### config.mk
export PLATFORM = sky130hd
export DESIGN_NAME = vga_timing_gen
export DESIGN_NICKNAME = d
export VERILOG_FILES = /design/src/rtl/vga_pkg.sv /design/src/rtl/vga_axis_counter.sv /design/src/rtl/vga_timing_gen.sv
export SDC_FILE = /design/constraint.sdc
export NUM_CORES = 1
export LEC_CHECK = 0
export ABC_CLOCK_PERIOD_IN_PS = 4630
export BUFFER_PORTS_ARGS = -buffer_cell sky130_fd_sc_hd__buf_2
export CORE_ASPECT_RATIO = 0.8
export CORE_UTILIZATION = 59
export DETAILED_ROUTE_END_ITERATION = 8
export PLACE_DENSITY = 0.84
export SKIP_LAST_GASP = 1
export SLEW_MARGIN = 20
export SYNTH_ARGS = -nofsm -noshare
export SYNTH_HDL_FRONTEND = slang
export SYNTH_SLANG_ARGS = --single-unit
### constraint.sdc
create_clock -name pixel_clk -period 4.63 [get_ports pixel_clk]
set_clock_uncertainty 0.2 [all_clocks]
set_input_delay 0.926 -clock pixel_clk [delete_from_list [all_inputs] [get_ports pixel_clk]]
set_output_delay 0.926 -clock pixel_clk [all_outputs]
set_load 0.05 [all_outputs]
### src/rtl/vga_pkg.sv
// Shared VGA raster timing defaults (SVGA 800x600, 1056x628 total) and total-length helpers.
package vga_pkg;

    localparam int unsigned SVGA_H_ACTIVE = 800;
    localparam int unsigned SVGA_H_FP     = 40;
    localparam int unsigned SVGA_H_SYNC   = 128;
    localparam int unsigned SVGA_H_BP     = 88;
    localparam int unsigned SVGA_V_ACTIVE = 600;
    localparam int unsigned SVGA_V_FP     = 1;
    localparam int unsigned SVGA_V_SYNC   = 4;
    localparam int unsigned SVGA_V_BP     = 23;

    localparam int unsigned H_COORD_W   = 11;
    localparam int unsigned V_COORD_W   = 10;
    localparam int unsigned FRAME_CNT_W = 16;

    localparam int unsigned H_TOTAL_MAX = 2048;
    localparam int unsigned V_TOTAL_MAX = 1024;

    function automatic int unsigned axis_total(input int unsigned active, input int unsigned fp,
                                               input int unsigned sync, input int unsigned bp);
        return active + fp + sync + bp;
    endfunction

    function automatic int unsigned h_total(input int unsigned active, input int unsigned fp,
                                            input int unsigned sync, input int unsigned bp);
        return axis_total(active, fp, sync, bp);
    endfunction

    function automatic int unsigned v_total(input int unsigned active, input int unsigned fp,
                                            input int unsigned sync, input int unsigned bp);
        return axis_total(active, fp, sync, bp);
    endfunction

endpackage

### src/rtl/vga_axis_counter.sv
// One raster axis: wrapping position counter plus combinational sync/active decode of its count.
module vga_axis_counter
    import vga_pkg::*;
#(
    parameter int unsigned ACTIVE = SVGA_H_ACTIVE,
    parameter int unsigned FP     = SVGA_H_FP,
    parameter int unsigned SYNC   = SVGA_H_SYNC,
    parameter int unsigned BP     = SVGA_H_BP,
    parameter logic        POL    = 1'b1,
    parameter int unsigned W      = H_COORD_W
) (
    input  logic         clk,
    input  logic         rst,
    input  logic         step,
    output logic         wrap,
    output logic [W-1:0] count,
    output logic         sync,
    output logic         active
);

    localparam int unsigned TOTAL      = axis_total(ACTIVE, FP, SYNC, BP);
    localparam int unsigned SYNC_START = ACTIVE + FP;
    localparam int unsigned SYNC_END   = ACTIVE + FP + SYNC;
    localparam logic [W-1:0] LAST      = W'(TOTAL - 1);

    logic in_sync;

    assign wrap = step && (count == LAST);

    always_ff @(posedge clk) begin
        if (rst) begin
            count <= '0;
        end else if (step) begin
            count <= wrap ? '0 : count + W'(1);
        end
    end

    // Compare at 32 bits so an axis whose region ends exactly at 2^W still decodes correctly.
    always_comb begin
        in_sync = (32'(count) >= SYNC_START) && (32'(count) < SYNC_END);
        active  = 32'(count) < ACTIVE;
        sync    = in_sync ? POL : ~POL;
    end

endmodule

### src/rtl/vga_timing_gen.sv
// VGA raster timing generator: free-running h/v counters decoded into registered coords, syncs and strobes.
module vga_timing_gen
    import vga_pkg::*;
#(
    parameter int unsigned H_ACTIVE   = SVGA_H_ACTIVE,
    parameter int unsigned H_FP       = SVGA_H_FP,
    parameter int unsigned H_SYNC     = SVGA_H_SYNC,
    parameter int unsigned H_BP       = SVGA_H_BP,
    parameter int unsigned V_ACTIVE   = SVGA_V_ACTIVE,
    parameter int unsigned V_FP       = SVGA_V_FP,
    parameter int unsigned V_SYNC     = SVGA_V_SYNC,
    parameter int unsigned V_BP       = SVGA_V_BP,
    parameter logic        H_SYNC_POL = 1'b1,
    parameter logic        V_SYNC_POL = 1'b1
) (
    input  logic                   pixel_clk,
    input  logic                   rst,
    output logic [H_COORD_W-1:0]   h_coord,
    output logic [V_COORD_W-1:0]   v_coord,
    output logic                   hsync,
    output logic                   vsync,
    output logic                   display_on,
    output logic                   frame_start,
    output logic                   active_end,
    output logic [FRAME_CNT_W-1:0] frame_cnt
);

    localparam int unsigned H_TOTAL = h_total(H_ACTIVE, H_FP, H_SYNC, H_BP);
    localparam int unsigned V_TOTAL = v_total(V_ACTIVE, V_FP, V_SYNC, V_BP);
    localparam logic [H_COORD_W-1:0] H_LAST_ACTIVE = H_COORD_W'(H_ACTIVE - 1);
    localparam logic [V_COORD_W-1:0] V_LAST_ACTIVE = V_COORD_W'(V_ACTIVE - 1);

    if (H_TOTAL > H_TOTAL_MAX) begin : g_h_total_chk
        $error("vga_timing_gen: H_TOTAL exceeds 2048");
    end
    if (V_TOTAL > V_TOTAL_MAX) begin : g_v_total_chk
        $error("vga_timing_gen: V_TOTAL exceeds 1024");
    end

    logic [H_COORD_W-1:0] h_cnt;
    logic [V_COORD_W-1:0] v_cnt;
    logic                 h_wrap;
    logic                 v_wrap_unused;
    logic                 h_sync;
    logic                 v_sync;
    logic                 h_active;
    logic                 v_active;

    vga_axis_counter #(
        .ACTIVE (H_ACTIVE),
        .FP     (H_FP),
        .SYNC   (H_SYNC),
        .BP     (H_BP),
        .POL    (H_SYNC_POL),
        .W      (H_COORD_W)
    ) u_h_axis (
        .clk    (pixel_clk),
        .rst    (rst),
        .step   (1'b1),
        .wrap   (h_wrap),
        .count  (h_cnt),
        .sync   (h_sync),
        .active (h_active)
    );

    // Vertical axis advances once per line, so vsync edges land on h=0.
    vga_axis_counter #(
        .ACTIVE (V_ACTIVE),
        .FP     (V_FP),
        .SYNC   (V_SYNC),
        .BP     (V_BP),
        .POL    (V_SYNC_POL),
        .W      (V_COORD_W)
    ) u_v_axis (
        .clk    (pixel_clk),
        .rst    (rst),
        .step   (h_wrap),
        .wrap   (v_wrap_unused),
        .count  (v_cnt),
        .sync   (v_sync),
        .active (v_active)
    );

    // Every output is sampled from the same h_cnt/v_cnt pair; frame_cnt steps the cycle after active_end.
    always_ff @(posedge pixel_clk) begin
        if (rst) begin
            h_coord     <= '0;
            v_coord     <= '0;
            hsync       <= ~H_SYNC_POL;
            vsync       <= ~V_SYNC_POL;
            display_on  <= 1'b0;
            frame_start <= 1'b0;
            active_end  <= 1'b0;
            frame_cnt   <= '0;
        end else begin
            h_coord     <= h_cnt;
            v_coord     <= v_cnt;
            hsync       <= h_sync;
            vsync       <= v_sync;
            display_on  <= h_active && v_active;
            frame_start <= (h_cnt == '0) && (v_cnt == '0);
            active_end  <= (h_cnt == H_LAST_ACTIVE) && (v_cnt == V_LAST_ACTIVE);
            frame_cnt   <= frame_cnt + FRAME_CNT_W'(active_end);
        end
    end

endmodule

==> results of run 1 <==
worst max-delay path, cell delays in order (launching register included):
cell and delay, ns:
dfxtp_1 0.39, ha_1 0.25, and4_1 0.27, nand4_1 0.47, or4_1 0.67, a21oi_1 0.14
final cells by class:
| cell class | instances | area (sq um) | area share |
|---|---|---|---|
| Sequential cell | 63 | 1260 | 0.419 |
| Multi-Input combinational cell | 188 | 1200 | 0.397 |
| Timing Repair Buffer | 43 | 215 | 0.0714 |
| Clock buffer | 12 | 165 | 0.0548 |
| Tap cell | 57 | 71.3 | 0.0237 |
| Clock inverter | 3 | 65.1 | 0.0216 |
| Inverter | 10 | 37.5 | 0.0125 |
placed cells by master (no fill, tap or decap), types with 2 or more instances in the layout:
master     instances
nor2b_1           16
nor3_1            11
dfxtp_1           63
and3_1             4
mux2i_1            2
o31ai_1            3
buf_2             43
mux2_1             2
and4_1             4
nor4b_1            2
nand4_1           13
or3_1              3
ha_1               7
clkbuf_8          12
a21oi_1            5
nor2_1            37
nand2_1           11
o31a_1             2
nand3_1           13
a31oi_1            2
or4_1              2
o21ai_0            3
nor4_1             8
xor2_1            10
inv_1             10
xnor2_1           13
bufinv_16          2
how the worst max path moves through the flow:
stage / startpoint / end / cells after the start
2_1_floorplan: frame_cnt[0]$_SDFF_PP0_ / frame_cnt[15]$_SDFF_PP0_ / 5
3_3_place_gp: rst / u_v_axis.count[9]$_SDFFE_PP0N_ / 4
3_5_place_dp: rst / u_v_axis.count[9]$_SDFFE_PP0N_ / 4
4_1_cts: u_h_axis.count[0]$_SDFF_PP0_ / u_v_axis.count[5]$_SDFFE_PP0N_ / 5
5_1_grt: u_h_axis.count[0]$_SDFF_PP0_ / u_v_axis.count[5]$_SDFFE_PP0N_ / 5
6_report: u_h_axis.count[0]$_SDFF_PP0_ / u_v_axis.count[5]$_SDFFE_PP0N_ / 5
layer usage:
| layer | vias up | routed length, um | track usage |
|---|---|---|---|
| met1 | 976 | 2270 | 0.285 |
| met5 | - | 0 | 0 |
| met3 | 9 | 386 | 0.113 |
| met2 | 87 | 2410 | 0.367 |
| met4 | 0 | 106 | 0.106 |
| li1 | 1037 | - | - |
through the flow:
stage,setup WS (ns),power [mW],util,hold WS [ns],cell area (sq um)
2_1_floorplan,2.46,0.593,-,0.241,2570
3_3_place_gp,2.01,0.601,0.666,0.252,2780
3_5_place_dp,1.99,0.601,0.666,0.272,2780
4_1_cts,2.20,1.14,0.721,0.286,3010
5_1_grt,2.05,1.17,0.721,0.310,3010
6_report,2.17,1.13,0.721,0.280,3010
kinds of logic after synthesis:
family                     share of synthesized area
and+or+nand+nor                                0.281
DFF                                            0.490
buffers and inverters                         0.0452
xor gates and xnor gates                      0.0782
AOI/OAI and AO/OA                             0.0549
adders and majority gates                     0.0340
muxes                                         0.0165
state kept, by name, summed over array words and instances (netlist names), 10 cells and up:
signal and cells:
u_v_axis.count 10, v_coord 10, h_coord 11, u_h_axis.count 11
frame_cnt 16
power groups by stage:
stage	Clock, mW	Combinational [mW]	Sequential [mW]
6_report	0.540	0.0352	0.554
5_1_grt	0.572	0.0390	0.555
4_1_cts	0.551	0.0355	0.554
3_5_place_dp	0	0.0352	0.566
3_3_place_gp	0	0.0345	0.566
2_1_floorplan	0	0.0189	0.575
==> results.md, run 1 <==
- PwrDens: 375 nW/um^2
- Setup repair bufs after CTS: 0
- Initial antenna violation count: 0
- Initial Util: 0.616
- Yosys top cell by area: dfxtp_1
- Crit path time final: ~2.5 ns
- Yosys reg bits: 63
- Num CTS Buffers: 9
- Worst r2r dst: u_v_axis.count[5]$_SDFFE_PP0N_
- Hold Crit Start: u_h_axis.count[0]$_SDFF_PP0_
- Crit Reg-Reg Startpoint: u_h_axis.count[0]$_SDFF_PP0_
- Via Count: 2109
- GP Congestion: about 0.84
- Status: complete, no violations
- DP Cell Count: 361
- Core area: 4180 sq um
- Post-Layout Cell Count: 376
- CTS tree: built
- Synth unique cells: 42
- Endpoint class of the critical path: flip-flop
- Fillers: 333
- Req. time, crit path: 4.70 ns
- Port Buffers: 43
- Share of layout cells above drive strength 1: 0.197
- Slew @ Worst Pin: 0.795 ns
- NetSw: 230 uW
- Fin. max-slew vios: 0
- Drt first-iter violations: 129
- Clock slew at reported path FFs: roughly 0.06 ns
- Worst setup SP type: flip-flop
- Yosys top cell area share: 0.490
- DIE HEIGHT: 61.1 um
- Most frequent cell after synthesis: dfxtp_1
- R2R cell count: 5
- Synth warn: 0
- VDD IR max: around 0.24 mV
- First-pass GRT wire length: a little under 8 mm
- RSZ-0062 raised after global routing: false
- Final Hold Fails: 0
- H-tree levels: 3
- Die width: 75.9 um
- Wirelength per Cell: between 10 and 15 um
- Total GRT Usage: 0.238
- Slew margin rel.: 0.470
- Internal Power: about 900 uW
- Die area: 4630 sq um
- F_max: 406 MHz
- Area growth syn-to-layout: 17.0%
- CP max FO: 12
- Register area share after synthesis: 0.490
- Max cap viols: 0
- Max clock buf depth: 2
- Most used DFF post-synth: dfxtp_1
- CP Class: reg -> reg
- CTS Root Cell: clkbuf_8
- DRC errors left: 0
- Worst hold path type: reg -> reg
- Final worst-path cycle share: 0.532
- Reg2reg setup slack: 2.17 ns
- HPWL after DPL: 3.42 mm
- Part of the power in the clock network: 0.478
- Combinational share of power: 0.031
- Cts hold-fix bufs: 0
- Nets: between 300 and 400
- Remaining global-route overflow: 0
- WP data arrival: 2.53 ns
- Row Count: 21
- Setup tns final: 0 ns
- Hold path endpoint: u_h_axis.count[0]$_SDFF_PP0_
- Final setup fails: 0
- Sink Count: 63
- Routed Antenna Nets: 0
- Fraction of registers with async set/reset: 0
- Worst skew pair latency: 0.34 ns
- Pin count of the biggest net entering global routing: 49
- Mapped Area: between 2000 and 3000 sq um
- Sequential share of power: 0.491
- Vias in the first global route: 1723
- DRT Pass-1 Iters: 4
- Post-CTS Resized: 0
- Most frequent cells after synthesis: dfxtp_1, nor2_1, nor2b_1
- Syn Area/Cell: 9.23 sq um
- Final WL: 5.17 mm
- Vias/cell: 5.61
- EDFF count, synth: 0
- Ports: 44
- # diodes: 0
- Area contributors post-synth: dfxtp_1, nor2_1, xnor2_1, nor2b_1, ha_1
- Net Sw Frac: 0.203
- LEAKAGE: ~1.2 nW
- Hold depth: 1
- Syn nets: 288
- Gate Count Post-Synth: 279
No activity file was read; power rests on OpenSTA's default activity.
==> inputs of run 2 (changes only) <==
--- a/config.mk
+++ b/config.mk
@@ -5,12 +5,12 @@
 export SDC_FILE = /design/constraint.sdc
 export NUM_CORES = 1
 export LEC_CHECK = 0
-export ABC_CLOCK_PERIOD_IN_PS = 4630
+export ABC_CLOCK_PERIOD_IN_PS = 2200
 export BUFFER_PORTS_ARGS = -buffer_cell sky130_fd_sc_hd__buf_2
 export CORE_ASPECT_RATIO = 0.8
-export CORE_UTILIZATION = 59
+export CORE_UTILIZATION = 50
 export DETAILED_ROUTE_END_ITERATION = 8
-export PLACE_DENSITY = 0.84
+export PLACE_DENSITY = 0.76
 export SKIP_LAST_GASP = 1
 export SLEW_MARGIN = 20
 export SYNTH_ARGS = -nofsm -noshare
==> constraint.sdc (replaced) <==
create_clock -name pixel_clk -period 2.2 [get_ports pixel_clk]
set_clock_uncertainty 0.2 [all_clocks]
set_input_delay 0.44 -clock pixel_clk [delete_from_list [all_inputs] [get_ports pixel_clk]]
set_output_delay 0.44 -clock pixel_clk [all_outputs]
set_load 0.05 [all_outputs]
==> run 2 against run 1 <==
Clock power up 91%. Utilization down 7.6 points. Cell area up 2.0%. Global-route usage down 2.1 points. Combinational power up 130%. Register-to-register slack worse by 2.1 ns. Critical path depth up 1. Worst setup slack worse by 2.1 ns.
==> results.md, run 2 (synthesis results as in run 1) <==
- Status: complete, no violations
- Worst hold path type: in -> reg
- Req. time, crit path: roughly 2.3 ns
- Fillers: 396
- Largest register FFs: 16
- Area growth syn-to-layout: 19.4%
- LEAKAGE: 1.28 nW
- DRC errors left: 0
- H-tree levels: 3
- Worst skew pair latency: 0.34 ns
- CP Class: reg -> reg
- Worst Hold Slack: between 0.09 and 0.1 ns
- Die area: 5440 sq um
- Multi-input logic area: around 1200 sq um
- Max cap viols: 0
- Vias in the first global route: 1885
- Wirelength per Cell: 13.9 um
- CP max FO: 5
- Num CTS Buffers: 9
- CTS Root Cell: clkbuf_8
- Share of layout cells above drive strength 1: 0.224
- Slew margin rel.: 0.713
- Pin count of the biggest net entering global routing: 36
- Via Count: between 2000 and 2500
- CTS tree: built
- Finished Cell Area: 3070 sq um
- HPWL after DPL: roughly 3.8 mm
- DIE HEIGHT: 66.2 um
- Placement-stage cell area: 2850 sq um
- Final WL: 5.40 mm
- Final setup fails: 0
- Total GRT Usage: 0.217
- Vias/cell: 5.34
- Final Hold Fails: 0
- PwrDens: about 740 nW/um^2
- Row Count: 22
- GP Congestion: 0.909
- CP max-delay cell: dfxtp_1
- Crit path time final: between 2 and 2.5 ns
- Routed Antenna Nets: 0
- Initial antenna violation count: 0
- DRT Pass-1 Iters: 4
- Remaining global-route overflow: 0
- F_max: 470 MHz
- Setup tns final: 0 ns
- First-pass GRT wire length: 8.55 mm
- Final worst-path cycle share: 0.967
- Cts hold-fix bufs: 0
- Fin. max-slew vios: 0
- Die width: 82.2 um
- Crit path largest cell delay: roughly 0.4 ns
- VDD IR max: 0.534 mV
- Top reg by flops: frame_cnt
- RSZ-0062 raised after global routing: false
- Clock slew at reported path FFs: 0.06 ns
- Worst setup SP type: flip-flop
- Slew @ Worst Pin: 0.427 ns
- Core area: 4760 sq um
- Pwr Total: 2.28 mW
- Endpoint class of the critical path: flip-flop
- Commonest non-fill, non-tap cell in the layout: dfxtp_1
- Max clock buf depth: 2
- WP data arrival: 2.18 ns
- Ports: between 40 and 50
- # diodes: 0
- Drt first-iter violations: between 100 and 150
- Sink Count: 63
- Worst-path cell chain: ha_1 > and4_1 > nand4_1 > buf_4 > or3_1 > a31oi_1
- Most frequent cells in the layout: dfxtp_1, buf_2, nor2_1, nor2b_1
- Sequential cell area: 1260 sq um
- Port Buffers: 43
- Top Registers: frame_cnt (16), h_coord (11), u_h_axis.count (11)
- Initial Util: 0.541
- Nets: between 300 and 400
[run 2: cell count changes in the layout (fill, tap and decap cells not counted), sizes merged]
cell | previous run | this run
clkbuf | 12 | 13
clkinv | 1 | 2
bufinv | 2 | 1
buf | 43 | 53
[run 2: stage by stage]
| stage | setup WS, ns | utilization | instances |
|---|---|---|---|
| after global routing | 0.00585 | 0.646 | 390 |
| final | 0.0716 | 0.646 | 390 |
| after CTS | 0.0646 | 0.643 | 389 |
| after detailed placement | 0.0514 | 0.599 | 373 |
| after global placement | 0.135 | 0.599 | 373 |
| after floorplan | 0.0337 | - | 279 |
[run 2: worst paths after layout]
kind | to | slack, ns | from | depth (start not counted)
min | v_coord[8]$_SDFF_PP0_ | 0.09 | rst | 2
max reg2reg | u_v_axis.count[6]$_SDFFE_PP0N_ | 0.07 | u_h_axis.count[0]$_SDFF_PP0_ | 6
max | u_v_axis.count[6]$_SDFFE_PP0N_ | 0.07 | u_h_axis.count[0]$_SDFF_PP0_ | 6
min reg2reg | u_h_axis.count[0]$_SDFF_PP0_ | 0.27 | u_h_axis.count[0]$_SDFF_PP0_ | 1
[run 2: timing repair]
item	4_1_cts	5_1_grt
hold endpoints to repair	0	0
endpoints found under the setup margin	0	4
buffers inserted	0	1
gates resized for setup	0	1
[run 2: routing by layer]
| layer | routed length (um) | global-route usage |
|---|---|---|
| met5 | 0 | 0 |
| met4 | 76 | 0.0724 |
| met3 | 389 | 0.0910 |
| met2 | 2350 | 0.326 |
| met1 | 2580 | 0.277 |
[run 2: area by class of cell]
cell class,instances,area share
Timing Repair Buffer,53,0.0944
Multi-Input combinational cell,188,0.391
Clock inverter,3,0.0130
Clock buffer,13,0.0549
Sequential cell,63,0.410
Tap cell,60,0.0244
Inverter,10,0.0122
[run 2: power breakdown]
group / switching [mW] / internal (mW) / leakage (nW)
Combinational: 0.0610 / 0.0210 / 0.659
Clock: 0.417 / 0.612 / 0.109
Sequential: 0.0123 / 1.15 / 0.509
Total: 0.490 / 1.79 / 1.28
[run 2: worst max-delay path: cells and delay by family (launching register included)]
kind            cells  cell delay, ns
compound gates      1            0.21
buf+inv             1            0.20
simple gates        3            0.79
fa+ha+maj           1            0.24
flops               1            0.39
